**src/rtl/fxp_pkg.sv**
```systemverilog
// Shared definitions for the fixed-point accumulator slice.
// Sign/magnitude field layout, magnitude ceiling and FSM encoding.
package fxp_pkg;

   localparam int N_DEF    = 8;
   localparam int SIGN_BIT = N_DEF - 1;
   localparam int MAG_W    = N_DEF - 1;
   localparam int MAG_MAX  = (1 << MAG_W) - 1;

   typedef enum logic {
      ACC  = 1'b0,
      HOLD = 1'b1
   } state_t;

endpackage

```
**src/rtl/fixed_point_accumulator_if.sv**
```systemverilog
// Sample stream in, block sum out, both valid/ready.
// master drives samples and takes sums; slave is the accumulator.
interface fixed_point_accumulator_if #(
   parameter int N = fxp_pkg::N_DEF
);

   logic         in_valid;
   logic         in_ready;
   logic [N-1:0] in_data;
   logic         out_valid;
   logic         out_ready;
   logic [N-1:0] out_data;
   logic         out_sat;

   modport master (
      output in_valid,
      output in_data,
      output out_ready,
      input  in_ready,
      input  out_valid,
      input  out_data,
      input  out_sat
   );

   modport slave (
      input  in_valid,
      input  in_data,
      input  out_ready,
      output in_ready,
      output out_valid,
      output out_data,
      output out_sat
   );

endinterface

```
**src/rtl/fxp_sm_sat_add.sv**
```systemverilog
// Combinational sign-magnitude adder with saturation.
// Negative zero on either input is read as +0 and never produced.
module fxp_sm_sat_add #(
   parameter int N = fxp_pkg::N_DEF
) (
   input  logic [N-1:0] a,
   input  logic [N-1:0] b,
   output logic [N-1:0] sum,
   output logic         sat
);

   localparam logic [N-2:0] MAX_MAG = '1;

   logic [N-2:0] a_mag;
   logic [N-2:0] b_mag;
   logic         a_neg;
   logic         b_neg;
   logic [N-1:0] wide;
   logic [N-2:0] mag;
   logic         neg;

   // Split fields and fold -0 onto +0
   always_comb begin
      a_mag = a[N-2:0];
      b_mag = b[N-2:0];
      a_neg = a[N-1] && (a_mag != '0);
      b_neg = b[N-1] && (b_mag != '0);
   end

   // Add or subtract magnitudes, clamp on carry, normalise zero
   always_comb begin
      wide = {1'b0, a_mag} + {1'b0, b_mag};
      mag  = '0;
      neg  = 1'b0;
      sat  = 1'b0;
      if (a_neg == b_neg) begin
         neg = a_neg;
         if (wide[N-1]) begin
            mag = MAX_MAG;
            sat = 1'b1;
         end else begin
            mag = wide[N-2:0];
         end
      end else if (a_mag >= b_mag) begin
         mag = a_mag - b_mag;
         neg = a_neg;
      end else begin
         mag = b_mag - a_mag;
         neg = b_neg;
      end
      if (mag == '0) begin
         neg = 1'b0;
      end
      sum = {neg, mag};
   end

endmodule

```
**src/rtl/fixed_point_accumulator.sv**
```systemverilog
// Saturating block accumulator over a sign-magnitude sample stream.
// Sums LEN samples, holds the result until taken, then restarts.
module fixed_point_accumulator
   import fxp_pkg::*;
#(
   parameter int Q     = 4,
   parameter int N     = 8,
   parameter int LEN   = 4,
   parameter int CNT_W = 3
) (
   input  logic clk,
   input  logic rst,
   input  logic clear,
   fixed_point_accumulator_if.slave bus
);

   localparam logic [CNT_W-1:0] LAST = CNT_W'(LEN - 1);

   state_t           state_q;
   state_t           state_d;
   logic [N-1:0]     acc_q;
   logic             sat_q;
   logic [CNT_W-1:0] cnt_q;
   logic [N-1:0]     add_sum;
   logic             add_sat;
   logic             accept;
   logic             take;

   fxp_sm_sat_add #(
      .N (N)
   ) u_add (
      .a   (acc_q),
      .b   (bus.in_data),
      .sum (add_sum),
      .sat (add_sat)
   );

   // A sample presented together with clear is refused
   always_comb begin
      accept = (state_q == ACC) && bus.in_valid && !clear;
      take   = (state_q == HOLD) && bus.out_ready;
   end

   // State register
   always_ff @(posedge clk or posedge rst) begin
      if (rst) begin
         state_q <= ACC;
      end else begin
         state_q <= state_d;
      end
   end

   // Next state: clear beats everything, then fill/drain
   always_comb begin
      state_d = state_q;
      if (clear) begin
         state_d = ACC;
      end else begin
         unique case (state_q)
            ACC: begin
               if (accept && (cnt_q == LAST)) begin
                  state_d = HOLD;
               end
            end
            HOLD: begin
               if (take) begin
                  state_d = ACC;
               end
            end
            default: state_d = ACC;
         endcase
      end
   end

   // Outputs are straight from state and result registers
   always_comb begin
      bus.in_ready  = (state_q == ACC);
      bus.out_valid = (state_q == HOLD);
      bus.out_data  = acc_q;
      bus.out_sat   = sat_q;
   end

   // Running sum, sticky saturation flag and sample count
   always_ff @(posedge clk or posedge rst) begin
      if (rst) begin
         acc_q <= '0;
         sat_q <= 1'b0;
         cnt_q <= '0;
      end else if (clear || take) begin
         acc_q <= '0;
         sat_q <= 1'b0;
         cnt_q <= '0;
      end else if (accept) begin
         acc_q <= add_sum;
         sat_q <= sat_q | add_sat;
         cnt_q <= cnt_q + 1'b1;
      end
   end

endmodule

```
**src/flat_wrapper.sv**
```systemverilog
// flat-port wrapper written by rule: the top's interface ports become plain ports
module fixed_point_accumulator_flat import fxp_pkg::*;
#(
   parameter int Q     = 4,
   parameter int N     = 8,
   parameter int LEN   = 4,
   parameter int CNT_W = 3
)
  (clk, rst, clear, bus_in_valid, bus_in_data, bus_out_ready, bus_in_ready, bus_out_valid, bus_out_data, bus_out_sat);
  fixed_point_accumulator_if #(.N(N)) bus_i ();
  input  logic clk;
  input  logic rst;
  input  logic clear;
  input wire logic [$bits(bus_i.in_valid)-1:0] bus_in_valid;
  input wire logic [$bits(bus_i.in_data)-1:0] bus_in_data;
  input wire logic [$bits(bus_i.out_ready)-1:0] bus_out_ready;
  output wire logic [$bits(bus_i.in_ready)-1:0] bus_in_ready;
  output wire logic [$bits(bus_i.out_valid)-1:0] bus_out_valid;
  output wire logic [$bits(bus_i.out_data)-1:0] bus_out_data;
  output wire logic [$bits(bus_i.out_sat)-1:0] bus_out_sat;
  assign bus_i.in_valid = bus_in_valid;
  assign bus_i.in_data = bus_in_data;
  assign bus_i.out_ready = bus_out_ready;
  assign bus_in_ready = bus_i.in_ready;
  assign bus_out_valid = bus_i.out_valid;
  assign bus_out_data = bus_i.out_data;
  assign bus_out_sat = bus_i.out_sat;
  fixed_point_accumulator #(.Q(Q), .N(N), .LEN(LEN), .CNT_W(CNT_W)) u_core (.clk(clk), .rst(rst), .clear(clear), .bus(bus_i));
endmodule
```
**config.mk**
```make
export PLATFORM = sky130hd
export DESIGN_NAME = fixed_point_accumulator_flat
export DESIGN_NICKNAME = d
export VERILOG_FILES = /design/src/rtl/fxp_pkg.sv /design/src/rtl/fixed_point_accumulator_if.sv /design/src/rtl/fxp_sm_sat_add.sv /design/src/rtl/fixed_point_accumulator.sv /design/src/flat_wrapper.sv
export SDC_FILE = /design/constraint.sdc
export NUM_CORES = 1
export LEC_CHECK = 0
export BUFFER_PORTS_ARGS = -buffer_cell sky130_fd_sc_hd__buf_2
export CORE_ASPECT_RATIO = 0.9
export CORE_UTILIZATION = 35
export DETAILED_ROUTE_END_ITERATION = 8
export GPL_ROUTABILITY_DRIVEN = 1
export PLACE_DENSITY = 0.49
export SLEW_MARGIN = 20
export SYNTH_ARGS = -nofsm -noshare
export SYNTH_HDL_FRONTEND = slang
export SYNTH_SLANG_ARGS = --single-unit
```
**constraint.sdc**
```tcl
create_clock -name clk -period 3.1 [get_ports clk]
set_input_delay 0.155 -clock clk [delete_from_list [all_inputs] [get_ports clk]]
set_output_delay 0.155 -clock clk [all_outputs]
set_load 0.02 [all_outputs]
```
After elaboration in Yosys (flattened, before gate mapping). Index checks and enable logic that the tools add are counted.

Bits in registers: 13. Input bits: 13. Output and inout bits: 11. Word-level logic and storage cells: 43.

Add/subtract/negate cells: 4. Order comparisons: 1. Eq/ne operators: 2. Mux-type cells: 18. Bitwise operators: 2. Reductions and logical operators: 12.

Operators by type and width (count): 7-bit 2-to-1 mux (3); 8-bit 2-to-1 mux (2); 7-bit nonzero test (2); 7-bit subtractor (2); 1-bit 2-to-1 mux (10); 7-bit by 7-bit adder with 8-bit output (1); 7-bit >= comparator (1); 7-bit logical NOT (1); 1-bit logical AND (6); 3-bit 2-to-1 mux (2); 3-bit by 1-bit adder with 3-bit output, second input constant (1); 3-bit by 2-bit equality test with 1-bit output, second input constant (1); 1-bit case mux with 2 select lines (1); 2-bit nonzero test (1); 1-bit equality test (1); 1-bit logical NOT (1); 1-bit logical OR (1); 1-bit inverter (1); 1-bit bitwise OR (1).

Depth between registers and ports, before layout.
Word-level depth: 8. Gate-level depth with buffers: 11. Gate-level depth less buffers: 11.

Hierarchy. A second synthesis with hierarchy kept.

Cells, all modules: 205. Area total of the unflattened synthesis: 1798.0 sq um.

By module, submodules not included: fxp_sm_sat_add (instances 1, cells each 142, area each 1106.1 sq um, seq. area each 0.0 sq um); fixed_point_accumulator (instances 1, cells each 63, area each 691.9 sq um, seq. area each 325.3 sq um).

Least setup slack after synthesis. Ideal clock, no wire load.

Path type: register to register. Start: reg u_core.acc_q[1], in the netlist u_core.bus.out_data[1]. End: reg u_core.acc_q[7], in the netlist u_core.bus.out_data[7]. Library setup time: 84 ps. Data arrival time: 2761 ps. Data required time: 3016 ps. Setup slack: 255 ps. Cell stages (with the launch flop): 9. Path buffers: 0. Clock period less this slack: 2845 ps. Cell sequence: dfrtp_1 > inv_1 > ha_1 > a211oi_1 > o31a_1 > mux2_2 > nand4_1 > or3b_1 > a41oi_2.

Longest elaborated chain between the ends: 8. Elaborated cells between the ends (all ways): 16. Those cells by class: add/sub: 3; order compare: 1; eq/ne: 1; mux: 8; reduce/logical: 3.

Ends and longest elaborated chain: start: declaration (line fixed_point_accumulator.sv:21) `logic [N-1:0] acc_q;`; start signal: assignment (line fixed_point_accumulator.sv:94) `acc_q <= add_sum;`; branches (longest 5 deep; another with 7-bit by 7-bit adder with 8-bit output); 1-bit 2-to-1 mux (*) (line fxp_sm_sat_add.sv:51) `if (mag == '0) begin`; 8-bit 2-to-1 mux (*) (line fixed_point_accumulator.sv:93) `end else if (accept) begin`; 8-bit 2-to-1 mux (*) (line fixed_point_accumulator.sv:89) `end else if (clear || take) begin`.

Mark *: on every way between the ends. The select of a mux whose other input is x is not followed. A chain may end at the register's enable or synchronous reset.

Final worst setup path.
Start: reg u_core.acc_q[5], in the netlist u_core.bus.out_data[5]. End: reg u_core.acc_q[7], in the netlist u_core.bus.out_data[7].

The elaborated chain is that of the path after synthesis.

==> summary.txt <==
Die
  – Row count: 23
  – Die H: 68.68 um
  – DIE WIDTH: 76.09 um
  – Core area: 4604 sq um
  – Initial core utilization: 0.3755
  – Top-level port count: 24
  – Die footprint: 5226 sq um

Route
  – DR vias: 1677
  – Drt wl/cell: 16.44 um
  – Final wirelength: 4.851 mm
  – DR vias/cell: 5.685
  – # DRC: 0
  – Drt initial violations: 96
  – Pre-antenna DRT Iters: 4
  – ANT nets after route: 0

Place
  – Pre-CTS WS: 0.2147 ns
  – Final HPWL DP: 3.904 mm
  – Input/output buffers: 23
  – Gp weighted congestion: 0.8891

Power and ir drop
  – Part of the power in registers: 0.220
  – LEAKAGE: 0.9557 nW
  – Final total power: 1.007 mW
  – Clock Power Share: 0.155
  – Total power divided by cell area: 501.4 nW/um^2
  – Combinational power share: 0.624
  – P_sw: 0.4737 mW
  – Worst VDD drop: 0.3455 mV
  – Sw Share: 0.4704
  – Internal power: 0.5332 mW

Logic synthesis
  – Ys async rst share: 1.000
  – Seq/Total Area, Yosys: 0.1881
  – Netlist cell types: 56
  – Largest cells by area after synthesis: dfrtp_1, ha_1, inv_1
  – Syn_nets: 244
  – Mean Syn Cell Area: 8.518 sq um
  – Synth area leader: dfrtp_1
  – Warnings from Yosys: 0
  – Syn Std Cell Area: 1729 sq um
  – Yosys top cell area share: 0.1881
  – Count leader, synth: ha_1
  – Commonest cells post-synth: ha_1, inv_1, nand2_1, dfrtp_1
  – Number of flops mapped to enable cells by yosys: 0
  – Top_reg_cell synth: dfrtp_1
  – Cells after Synth: 203
  – Yosys reg bits: 13

STA
  – Tmin final: 2.916 ns
  – Final worst clock skew: 0.005700 ns
  – Slew HR: 0.6337
  – Slew of the pin with the lowest slew margin: 0.5447 ns
  – Hold Slack: 0.1177 ns
  – Period utilization: 0.9407
  – Setup ws final: 0.1838 ns
  – Final Setup Violations: 0
  – RSZ-0062 raised after global routing: no
  – Hold Violations, Final: 0
  – Fmax: 342.9 MHz
  – Max-slew violations: 0
  – Setup TNS: 0 ns

Worst setup path
  – CP arrival: 3.04 ns
  – CP Launch Type: flip-flop
  – Reg-to-Reg End: u_core.bus.out_data[7]
  – Crit-path max FO: 7
  – CP endpoint kind: flip-flop
  – Worst path required time: 3.22 ns
  – R2R setup slack: 0.18 ns
  – R2R depth: 8
  – Crit Reg-Reg Startpoint: u_core.bus.out_data[5]
  – Setup CP Type: reg -> reg

Final layout
  – Layout Utilization: 0.4361
  – Antenna fix cells: 0
  – P&R area growth vs syn: 16.14%
  – Share of layout cells above drive strength 1: 0.2103
  – Fillcell total: 491
  – Final #Nets: 275

Min path
  – WHS Path Cells: 2
  – Worst-case hold path end point: u_core.bus.out_sat
  – Min-delay src: clear
  – Worst hold path class: in -> reg

Global route
  – Number of global-route vias before repair: 1608
  – Largest net degree at the start of global routing: 14
  – Total track usage: 0.1968
  – Antenna violations before repair: 0
  – First-pass GRT wire length: 8.024 mm
  – Total congestion overflow: 0

CTS
  – Clock-pin slew on the worst setup and hold paths: 0.06 ns
  – Clk Latency, worst-skew pair: 0.25 ns
  – Sink Count: 13
  – CTS tree: done
  – H-tree Lvls: 1
  – Max Root-Sink Buffers: 2
  – Post-CTS Setup Inserts: 0
  – Cts bufs inserted: 3
  – Root Buffer: clkbuf_8

Status
  – Outcome: finished, final reports clean

Flow run
  – Max Cap Violations: 0
-- sequential cells by signal, summed over array words and instances, names as in the netlist --
signal and cells:
u_core.bus.out_valid 1, u_core.cnt_q 3, u_core.bus.out_sat 1, u_core.bus.out_data 8
-- critical path, cell delays in order (launching register included) --
cell	delay (ns)
dfrtp_1	0.48
inv_1	0.08
ha_1	0.41
nand4_1	0.29
o31ai_1	0.58
mux2_2	0.41
xnor2_1	0.12
o21ai_0	0.27
a41oi_2	0.15
-- cell families after synthesis --
kind of cell / Yosys count / share of synthesized area
compound gates: 66 / 0.2996
simple gates: 58 / 0.1795
buf+inv: 30 / 0.07164
fa+ha+maj: 28 / 0.2156
flops: 13 / 0.1881
mux: 5 / 0.03039
xor+xnor: 3 / 0.01520
-- how the worst max path moves through the flow --
stage,slack [ns],end,cells past startpoint,start
2_1_floorplan,0.25,u_core.bus.out_data[7],8,u_core.bus.out_data[1]
3_3_place_gp,0.31,u_core.bus.out_data[7],8,u_core.bus.out_data[5]
3_5_place_dp,0.21,u_core.bus.out_data[7],8,u_core.bus.out_data[5]
4_1_cts,0.20,u_core.bus.out_data[7],8,u_core.bus.out_data[5]
5_1_grt,0.006,u_core.bus.out_data[7],8,u_core.bus.out_data[5]
6_report,0.18,u_core.bus.out_data[7],8,u_core.bus.out_data[5]
-- power groups by stage --
stage          clock network [mW]  logic, mW  registers (mW)
2_1_floorplan                   0      0.413           0.250
3_3_place_gp                    0      0.622           0.223
3_5_place_dp                    0      0.617           0.225
4_1_cts                     0.157      0.623           0.222
5_1_grt                     0.168      0.690           0.225
6_report                    0.157      0.628           0.222
-- final cells by class --
type	instances	area (sq um)	area share
Timing Repair Buffer	33	192.7	0.09595
Clock buffer	3	41.29	0.02056
Inverter	23	86.33	0.04299
Clock inverter	1	5.005	0.002492
Sequential cell	13	325.3	0.1620
Multi-Input combinational cell	160	1280	0.6374
Tap cell	62	77.57	0.03863
-- per-layer routing --
metal	GRT usage	routed length, um	part of all wire
met3	0.03816	298	0.061
met5	0	0	0
met4	0.05769	107	0.022
met1	0.2560	2332	0.48
met2	0.3375	2112	0.44
-- stage by stage --
| step | instances | cell area (sq um) |
|---|---|---|
| after detailed placement | 290 | 1952 |
| after global placement | 290 | 1952 |
| after global routing | 295 | 2008 |
| after floorplan | 203 | 1729 |
| after CTS | 295 | 2008 |
| final | 295 | 2008 |
-- repair_timing --
| item | in CTS | in global routing |
|---|---|---|
| resized for setup | 0 | 0 |
| endpoints found under the hold margin | 13 | 0 |
| hold buffers | 1 | 0 |
-- layout by cell type (no fill, tap or decap), types with 3 or more instances in the layout --
cell       n
buf_4      9
ha_1      25
nor2b_1    3
o311a_1    3
nor2_1     8
fa_1       3
inv_1     23
a211oi_1   4
clkbuf_8   3
nand2_1   19
a22o_1     3
buf_2     23
nor4_1     5
o21ai_0   12
a21o_1     3
mux2i_1    3
nand2b_1   5
dfrtp_1   13
a21oi_1   12
Note: power is estimated with default switching activity, not from simulation.
